<file path="config.mk">
export PLATFORM = sky130hd
export DESIGN_NAME = fetch_unit
export DESIGN_NICKNAME = d
export VERILOG_FILES = /design/src/rtl/fetch_unit.sv
export SDC_FILE = /design/constraint.sdc
export NUM_CORES = 1
export LEC_CHECK = 0
export BUFFER_PORTS_ARGS = -buffer_cell sky130_fd_sc_hd__clkbuf_2
export CORE_MARGIN = 10
export CORE_UTILIZATION = 45
export CTS_CLUSTER_SIZE = 40
export DETAILED_ROUTE_END_ITERATION = 6
export HOLD_SLACK_MARGIN = 0.03
export MAX_ROUTING_LAYER = met4
export PLACE_DENSITY = 0.8
export SYNTH_ARGS = -nofsm -noshare
export SYNTH_HDL_FRONTEND = slang
export SYNTH_SLANG_ARGS = --single-unit
</file>
<file path="constraint.sdc">
create_clock -name clk -period 1.92 [get_ports clk]
set_input_delay 0.096 -clock clk [delete_from_list [all_inputs] [get_ports clk]]
set_output_delay 0.096 -clock clk [all_outputs]
set_load 0.05 [all_outputs]
</file>
<file path="src/rtl/fetch_unit.sv">
// Instruction-fetch initiator: owns the PC, issues single-cycle IMEM requests,
// holds the returned word for decode, redirects on branches and latches faults.
module fetch_unit #(
  parameter logic [31:0] RESET_PC = 32'h0100_0000,
  parameter logic [19:0] IMEM_HI  = 20'h01000,
  parameter int unsigned TIMEOUT  = 8
) (
  input  logic        clk,
  input  logic        rst,
  output logic        instrfetch,
  output logic [31:0] addr_imem,
  input  logic [31:0] instr,
  input  logic        instr_fetched,
  input  logic        stall,
  input  logic        branch_taken,
  input  logic [31:0] branch_target,
  output logic [31:0] instr_out,
  output logic [31:0] pc_out,
  output logic        instr_valid,
  output logic        fetch_fault,
  output logic [1:0]  fault_cause
);

  typedef enum logic [1:0] {
    ST_REQ   = 2'b00,
    ST_WAIT  = 2'b01,
    ST_HOLD  = 2'b10,
    ST_FAULT = 2'b11
  } state_t;

  localparam logic [1:0] CAUSE_NONE     = 2'b00;
  localparam logic [1:0] CAUSE_MISALIGN = 2'b01;
  localparam logic [1:0] CAUSE_WINDOW   = 2'b10;
  localparam logic [1:0] CAUSE_TIMEOUT  = 2'b11;

  localparam int unsigned          TW         = (TIMEOUT > 1) ? $clog2(TIMEOUT) : 1;
  localparam logic [TW-1:0]        TCNT_LAST  = TW'(TIMEOUT - 1);
  localparam logic [TW-1:0]        TCNT_ZERO  = '0;
  localparam logic [TW-1:0]        TCNT_ONE   = TW'(1);

  state_t        state_r, state_s;
  logic [31:0]   pc_r, pc_s;
  logic          flush_r, flush_s;
  logic [TW-1:0] tcnt_r, tcnt_s;
  logic [31:0]   instr_out_r, instr_out_s;
  logic [31:0]   pc_out_r, pc_out_s;
  logic          instr_valid_r, instr_valid_s;
  logic          fetch_fault_r, fetch_fault_s;
  logic [1:0]    fault_cause_r, fault_cause_s;

  logic          misaligned_s;
  logic          out_of_window_s;
  logic          issue_s;

  // Address pre-check: a bad PC must never reach the memory as a request.
  always_comb begin
    misaligned_s    = (pc_r[1:0] != 2'b00);
    out_of_window_s = (pc_r[31:12] != IMEM_HI);
    issue_s         = (state_r == ST_REQ) && !misaligned_s && !out_of_window_s;
  end

  assign instrfetch  = issue_s && rst;
  assign addr_imem   = pc_r;
  assign instr_out   = instr_out_r;
  assign pc_out      = pc_out_r;
  assign instr_valid = instr_valid_r;
  assign fetch_fault = fetch_fault_r;
  assign fault_cause = fault_cause_r;

  // Next-state and datapath update for the fetch FSM.
  always_comb begin
    state_s       = state_r;
    pc_s          = pc_r;
    flush_s       = flush_r;
    tcnt_s        = tcnt_r;
    instr_out_s   = instr_out_r;
    pc_out_s      = pc_out_r;
    instr_valid_s = instr_valid_r;
    fetch_fault_s = fetch_fault_r;
    fault_cause_s = fault_cause_r;

    case (state_r)
      ST_REQ: begin
        // A bad PC faults before any redirect; no request was issued.
        if (misaligned_s) begin
          state_s       = ST_FAULT;
          fetch_fault_s = 1'b1;
          fault_cause_s = CAUSE_MISALIGN;
          instr_valid_s = 1'b0;
        end else if (out_of_window_s) begin
          state_s       = ST_FAULT;
          fetch_fault_s = 1'b1;
          fault_cause_s = CAUSE_WINDOW;
          instr_valid_s = 1'b0;
        end else begin
          state_s = ST_WAIT;
          tcnt_s  = TCNT_ZERO;
          if (branch_taken) begin
            pc_s    = branch_target;
            flush_s = 1'b1;
          end else begin
            flush_s = flush_r;
          end
        end
      end

      ST_WAIT: begin
        if (branch_taken) begin
          pc_s = branch_target;
          if (instr_fetched) begin
            // Outstanding response lands together with the redirect: drop it.
            flush_s = 1'b0;
            state_s = ST_REQ;
          end else if (tcnt_r == TCNT_LAST) begin
            state_s       = ST_FAULT;
            fetch_fault_s = 1'b1;
            fault_cause_s = CAUSE_TIMEOUT;
          end else begin
            flush_s = 1'b1;
            tcnt_s  = tcnt_r + TCNT_ONE;
          end
        end else if (instr_fetched) begin
          if (flush_r) begin
            flush_s = 1'b0;
            state_s = ST_REQ;
          end else begin
            instr_out_s   = instr;
            pc_out_s      = pc_r;
            instr_valid_s = 1'b1;
            state_s       = ST_HOLD;
          end
        end else if (tcnt_r == TCNT_LAST) begin
          state_s       = ST_FAULT;
          fetch_fault_s = 1'b1;
          fault_cause_s = CAUSE_TIMEOUT;
        end else begin
          tcnt_s = tcnt_r + TCNT_ONE;
        end
      end

      ST_HOLD: begin
        if (branch_taken) begin
          pc_s          = branch_target;
          instr_valid_s = 1'b0;
          state_s       = ST_REQ;
        end else if (!stall) begin
          pc_s          = pc_r + 32'd4;
          instr_valid_s = 1'b0;
          state_s       = ST_REQ;
        end else begin
          state_s       = ST_HOLD;
          instr_valid_s = instr_valid_r;
        end
      end

      ST_FAULT: begin
        state_s       = ST_FAULT;
        instr_valid_s = 1'b0;
      end

      default: begin
        state_s       = ST_FAULT;
        instr_valid_s = 1'b0;
        fetch_fault_s = 1'b1;
        fault_cause_s = fault_cause_r;
      end
    endcase
  end

  // State and output registers with synchronous active-low reset.
  always_ff @(posedge clk) begin
    if (!rst) begin
      state_r       <= ST_REQ;
      pc_r          <= RESET_PC;
      flush_r       <= 1'b0;
      tcnt_r        <= TCNT_ZERO;
      instr_out_r   <= 32'h0000_0000;
      pc_out_r      <= 32'h0000_0000;
      instr_valid_r <= 1'b0;
      fetch_fault_r <= 1'b0;
      fault_cause_r <= CAUSE_NONE;
    end else begin
      state_r       <= state_s;
      pc_r          <= pc_s;
      flush_r       <= flush_s;
      tcnt_r        <= tcnt_s;
      instr_out_r   <= instr_out_s;
      pc_out_r      <= pc_out_s;
      instr_valid_r <= instr_valid_s;
      fetch_fault_r <= fetch_fault_s;
      fault_cause_r <= fault_cause_s;
    end
  end

endmodule

</file>
Yosys cells after proc, flatten, opt, wreduce, memory -nomap -nowiden
Cells that the tools add are included.

storage, ports and cells
  register bits = 106
  word-level logic and storage cells = 93

operators by class
  add/subtract/negate cells = 2
  bitwise logic cells = 2
  equality and inequality tests = 18
  reduce and logical (&&, ||, !) cells = 15
  multiplexer cells = 47

operators with widths
  cell                                                 count
  two-way mux 32 bit                                   5
  case mux 32 bit (3 select lines)                     1
  adder 32 x 3 -> 32 bit, second input constant        1
  two-way mux 2 bit                                    13
  != test 20 x 13 -> 1 bit, second input constant      1
  two-way mux 1 bit                                    18
  != test 2 bit, second input constant                 9
  two-way mux 3 bit                                    4
  != test 3 bit, second input constant                 4
  AND reduction 4 bit                                  3
  AND reduction 5 bit                                  2
  case mux 2 bit (4 select lines)                      1
  case mux 3 bit (2 select lines)                      1
  AND reduction 6 bit                                  1
  equality test 2 bit, second input constant           2
  case mux 1 bit (2 select lines)                      2
  case mux 1 bit (4 select lines)                      1
  case mux 2 bit (2 select lines)                      1
  nonzero test 2 bit                                   2
  adder 3 x 1 -> 3 bit, second input constant          1
  equality test 3 bit, second input constant           1
  logical AND 1 bit                                    3
  nonzero test 3 bit                                   1
  equality test 2 x 1 -> 1 bit, second input constant  1
  3 further kinds                                      5

Depth between registers and ports, before layout
  depth in word-level cells = 5
  gate-level depth with buffers = 9
  depth with buffers taken out = 7

Least setup slack after synthesis
No wires, ideal clock.

  kind = flip-flop to output port
  start point = register pc_r[24], in the netlist addr_imem[24]
  end point = output port instrfetch
  path buffers = 0
  required time = 1,824 ps
  path slack = -847 ps
  arrival = 2,671 ps
  cell stages (with the launch flop) = 4
  cells stage by stage = dfxtp_1 > nor4b_2 > nand4_1 > nor4_1

on the way
  cells in the longest elaborated chain, start to end = 4

ends and longest elaborated chain
  element                   line  text
  start, declared           42    logic [31:0] pc_r, pc_s;
  start signal, assigned    184   pc_r <= pc_s;
  != test 20 x 13 -> 1 bit  58    out_of_window_s = (pc_r[31:12] != IMEM_HI);
  logical NOT 1 bit         59    issue_s = (state_r == ST_REQ) && !misaligned_s && !out_of_window_s;
  logical AND 1 bit         59
  logical AND 1 bit         62    assign instrfetch = issue_s && rst;
  end, declared             10    output logic instrfetch,

No other way between the ends.

Worst setup path after layout
  start point = register pc_r[27], in the netlist addr_imem[27]
  end point = register pc_r[23], in the netlist addr_imem[23]

on the way
  cells in the longest elaborated chain, start to end = 3

ends and longest elaborated chain
  element                               line
  != test 20 x 13 -> 1 bit              58
  != test 2 bit (no source line)        -
  AND reduction 4 bit (no source line)  -

No other way between the ends.
A chain may end at the register's enable or synchronous reset.

==> metrics.txt <==
Post-synth top cells=nand2_1 (169), dfxtp_1 (106), a21oi_1 (86), nor2_1 (34), clkbuf_1 (29); Fin. Hold Viols=0; Power per Cell Area=936.7 nW/µm²; gate count after technology mapping=637; cell taking the most area after synthesis=dfxtp_1; fmax=0.5382 GHz; largest net degree at the start of global routing=56; initial antenna violation count=1; Pleak=2.927 nW; Final ANT Viol Nets=0; Max-Cap Viols=0; clk_lat worst skew=0.37 ns; Peak VDD IR=around 0.67 mV; Num CTS Buffers=9; Crit path max-delay family=simple AND/OR/NAND/NOR gates; met1 usage=27.38%; 1st-pass router iterations=5; clock skew=0.01054 ns; Layout Cells excl Fill=approximately 1k; Yosys cell types=69; DP HPWL=12110 µm; DR WL/cell=17.41 µm; RD Place Congestion=0.8866; Post-Synth Adder-Cell Area=0.7517%; area grow syn2layout=39.56%; Nets=929; Starting DRT DRC Count=a little over 500; largest cells by area after synthesis=dfxtp_1 (42%), nand2_1 (13%), a21oi_1 (8.6%); crit-path cells=nor4_4 > and4_4 > a21o_1 > buf_4 > nand3_4 > o22ai_1; post-layout worst setup margin=0.06206 ns; initial core utilization=46.06%; critical path required time=2.21 ns; synth warn=0; post-synthesis mux area share=0.4009%; Die Span Y=125.3 µm; Yosys reg bits=106; Worst slew margin=61.68%; cell area after synthesis=between 4000 and 5000 µm²; Comb pwr share=37.8%; die area=15710 µm²; Startpoint Class=flop; CP max stage delay=0.35 ns; Flop pwr share=roughly 41%; CTS clk-pin slew, worst paths=roughly 0.1 ns; worst path buffer plus inverter count=1; Fill cells=940; I/O pins=between 150 and 200; Die X=125.3 µm; count leader, synth=nand2_1; Critical Path Source=addr_imem[27]; HP Start=branch_target[18]; core area=around 11000 µm²; Reg-to-Reg Start=addr_imem[27]; Most Crowded Layer GR=met2; met3 global-route usage=4.605%; Multi-input gate area=approximately 2700 µm²; syn nets=709; Sequential Area=2163 µm²; Max Fanout on Critical Path=10; root buffer cell=clkbuf_8; gr ovfl total=0; final setup TNS=0 ns; GR Util met2=approximately 34%; number of flops mapped to enable cells by yosys=0; first-pass GRT wire length=roughly 28000 µm; largest family of logic cells by synthesized area=simple AND/OR/NAND/NOR gates; Bufs on Longest Clock Path=2; critical path class=flop to flop; Slew Viols, Final=0; row cnt=38; Setup violations, final=0; status=finished, final reports clean; clock power share=21.5%; vias per cell=5.611; CP endpoint kind=flop; Int Power=3.838 mW; wirelength, routed=17470 µm; number of global-route vias before repair=~5.3k; Setup WS pre-CTS=-0.07321 ns; Slew @ Worst Pin=0.5748 ns; critical path arrival=2.14 ns; placed insts=945; final instance area=6969 µm²; post-synthesis sequential area ratio=42.50%; slowest CP cell=dfxtp_1; Mean Syn Cell Area=7.839 µm²; Synth top area share=42.50%; H-tree lvl count=3; sw power=roughly 2.7 mW; post-route clock period utilization=96.77%; Synth Flop Type=dfxtp_1; Vias=5628; Synth Area in XOR/XNOR=0%; post-synthesis compound-gate area fraction=roughly a quarter; # clock sinks=106; All-Layer GR Usage=21.44%; DRC viols=0; Synth Area in Simple Gates=about 28%; Switching Share=41.21%; post-placement cell area=around 6300 µm²; Port Buffers=169; Period minus WS final=1.858 ns; CTS tree=done; share of cells above drive strength 1=33.76%; ys async rst share=0%; Hold Path Class=primary input to flop
[worst paths after layout]
check             slack (ns)             to  cells after the start
hold reg to reg         0.46  instr_out[28]                      2
setup reg to reg        0.06  addr_imem[23]                      6
setup / recovery        0.06  addr_imem[23]                      6
hold / removal          0.06  addr_imem[18]                      3
[per-stage QoR]
step	total power, mW	hold WS [ns]	util [%]
after global routing	6.844	0.05826	64.29
after floorplan	4.228	0.2320	-
after CTS	6.464	0.03028	63.39
after detailed placement	4.989	0.3246	57.87
after global placement	4.968	0.3181	57.87
final	6.528	0.05554	64.29
[what timing repair did]
| item | 4_1_cts | 5_1_grt |
|---|---|---|
| hold endpoints to repair | 38 | 0 |
| hold buffers | 38 | 0 |
| pin swaps | 1 | 5 |
| setup buffers | 1 | 2 |
| endpoints found under the setup margin | 5 | 30 |
| resized for setup | 1 | 17 |
[sequential cells by signal, summed over array words and instances, names as in the netlist]
register / flops
fault_cause: 2
pc_out: 32
flush_r: 1
instr_valid: 1
addr_imem: 32
tcnt_r: 3
fetch_fault: 1
state_r: 2
instr_out: 32
[tightest hold or removal path, cell delays in order]
cell and delay, ns:
clkbuf_2 0.08, a21oi_1 0.12, o31ai_1 0.08
[routing by layer]
| layer | vias to the layer above | part of all wire [%] | routed length, µm |
|---|---|---|---|
| met5 | - | 0 | 0 |
| met4 | 0 | 1.5 | 267 |
| met3 | 26 | 7.1 | 1232 |
| met2 | 256 | 47 | 8267 |
| met1 | 2619 | 44 | 7699 |
| li1 | 2727 | - | - |
[cells in the final DEF (no fill, tap or decap), types with 5 or more instances in the layout]
master | synthesis | layout
o311ai_1 | 9 | 9
and2_1 | 6 | 6
dfxtp_1 | 106 | 83
dfxtp_2 | 0 | 18
nand4_1 | 9 | 9
o21ai_0 | 15 | 15
nor2_1 | 34 | 33
nand2_1 | 169 | 168
clkbuf_2 | 1 | 168
dfxtp_4 | 0 | 5
clkbuf_8 | 0 | 10
a31oi_1 | 12 | 12
o31ai_1 | 14 | 14
inv_1 | 5 | 5
a211oi_1 | 5 | 5
dlygate4sd3_1 | 0 | 38
nand3_1 | 15 | 14
nand2b_1 | 5 | 5
a21oi_1 | 86 | 86
o31a_1 | 5 | 5
buf_4 | 2 | 48
a22oi_1 | 5 | 5
nor3_1 | 6 | 6
nor4_4 | 2 | 5
[power groups by stage]
stage | logic (mW) | clock network, mW | registers, mW
finish | 2.47 | 1.40 | 2.66
global placement | 2.30 | 0 | 2.67
CTS | 2.40 | 1.44 | 2.63
detailed placement | 2.31 | 0 | 2.68
global route | 2.63 | 1.53 | 2.69
floorplan | 0.961 | 0 | 3.27
[layout make-up]
class,count,share of cell area (%)
clock buffer,11,2.334
timing repair buffer,259,23.88
sequential,106,31.04
multi-input combinational,474,39.17
tap,140,2.513
inverter,7,0.3770
clock inverter,5,0.6463
antenna,1,0.03591
[cells by family (layout without fill, tap and decap cells)]
logic type                 after synthesis  in the layout
adders and majority gates                3              3
DFF                                    106            106
buffers and inverters                   57            282
AOI/OAI and AO/OA                      183            183
and+or+nand+nor                        286            286
muxes                                    2              2
other                                    0              1
Note: power is estimated with default switching activity, not from simulation.
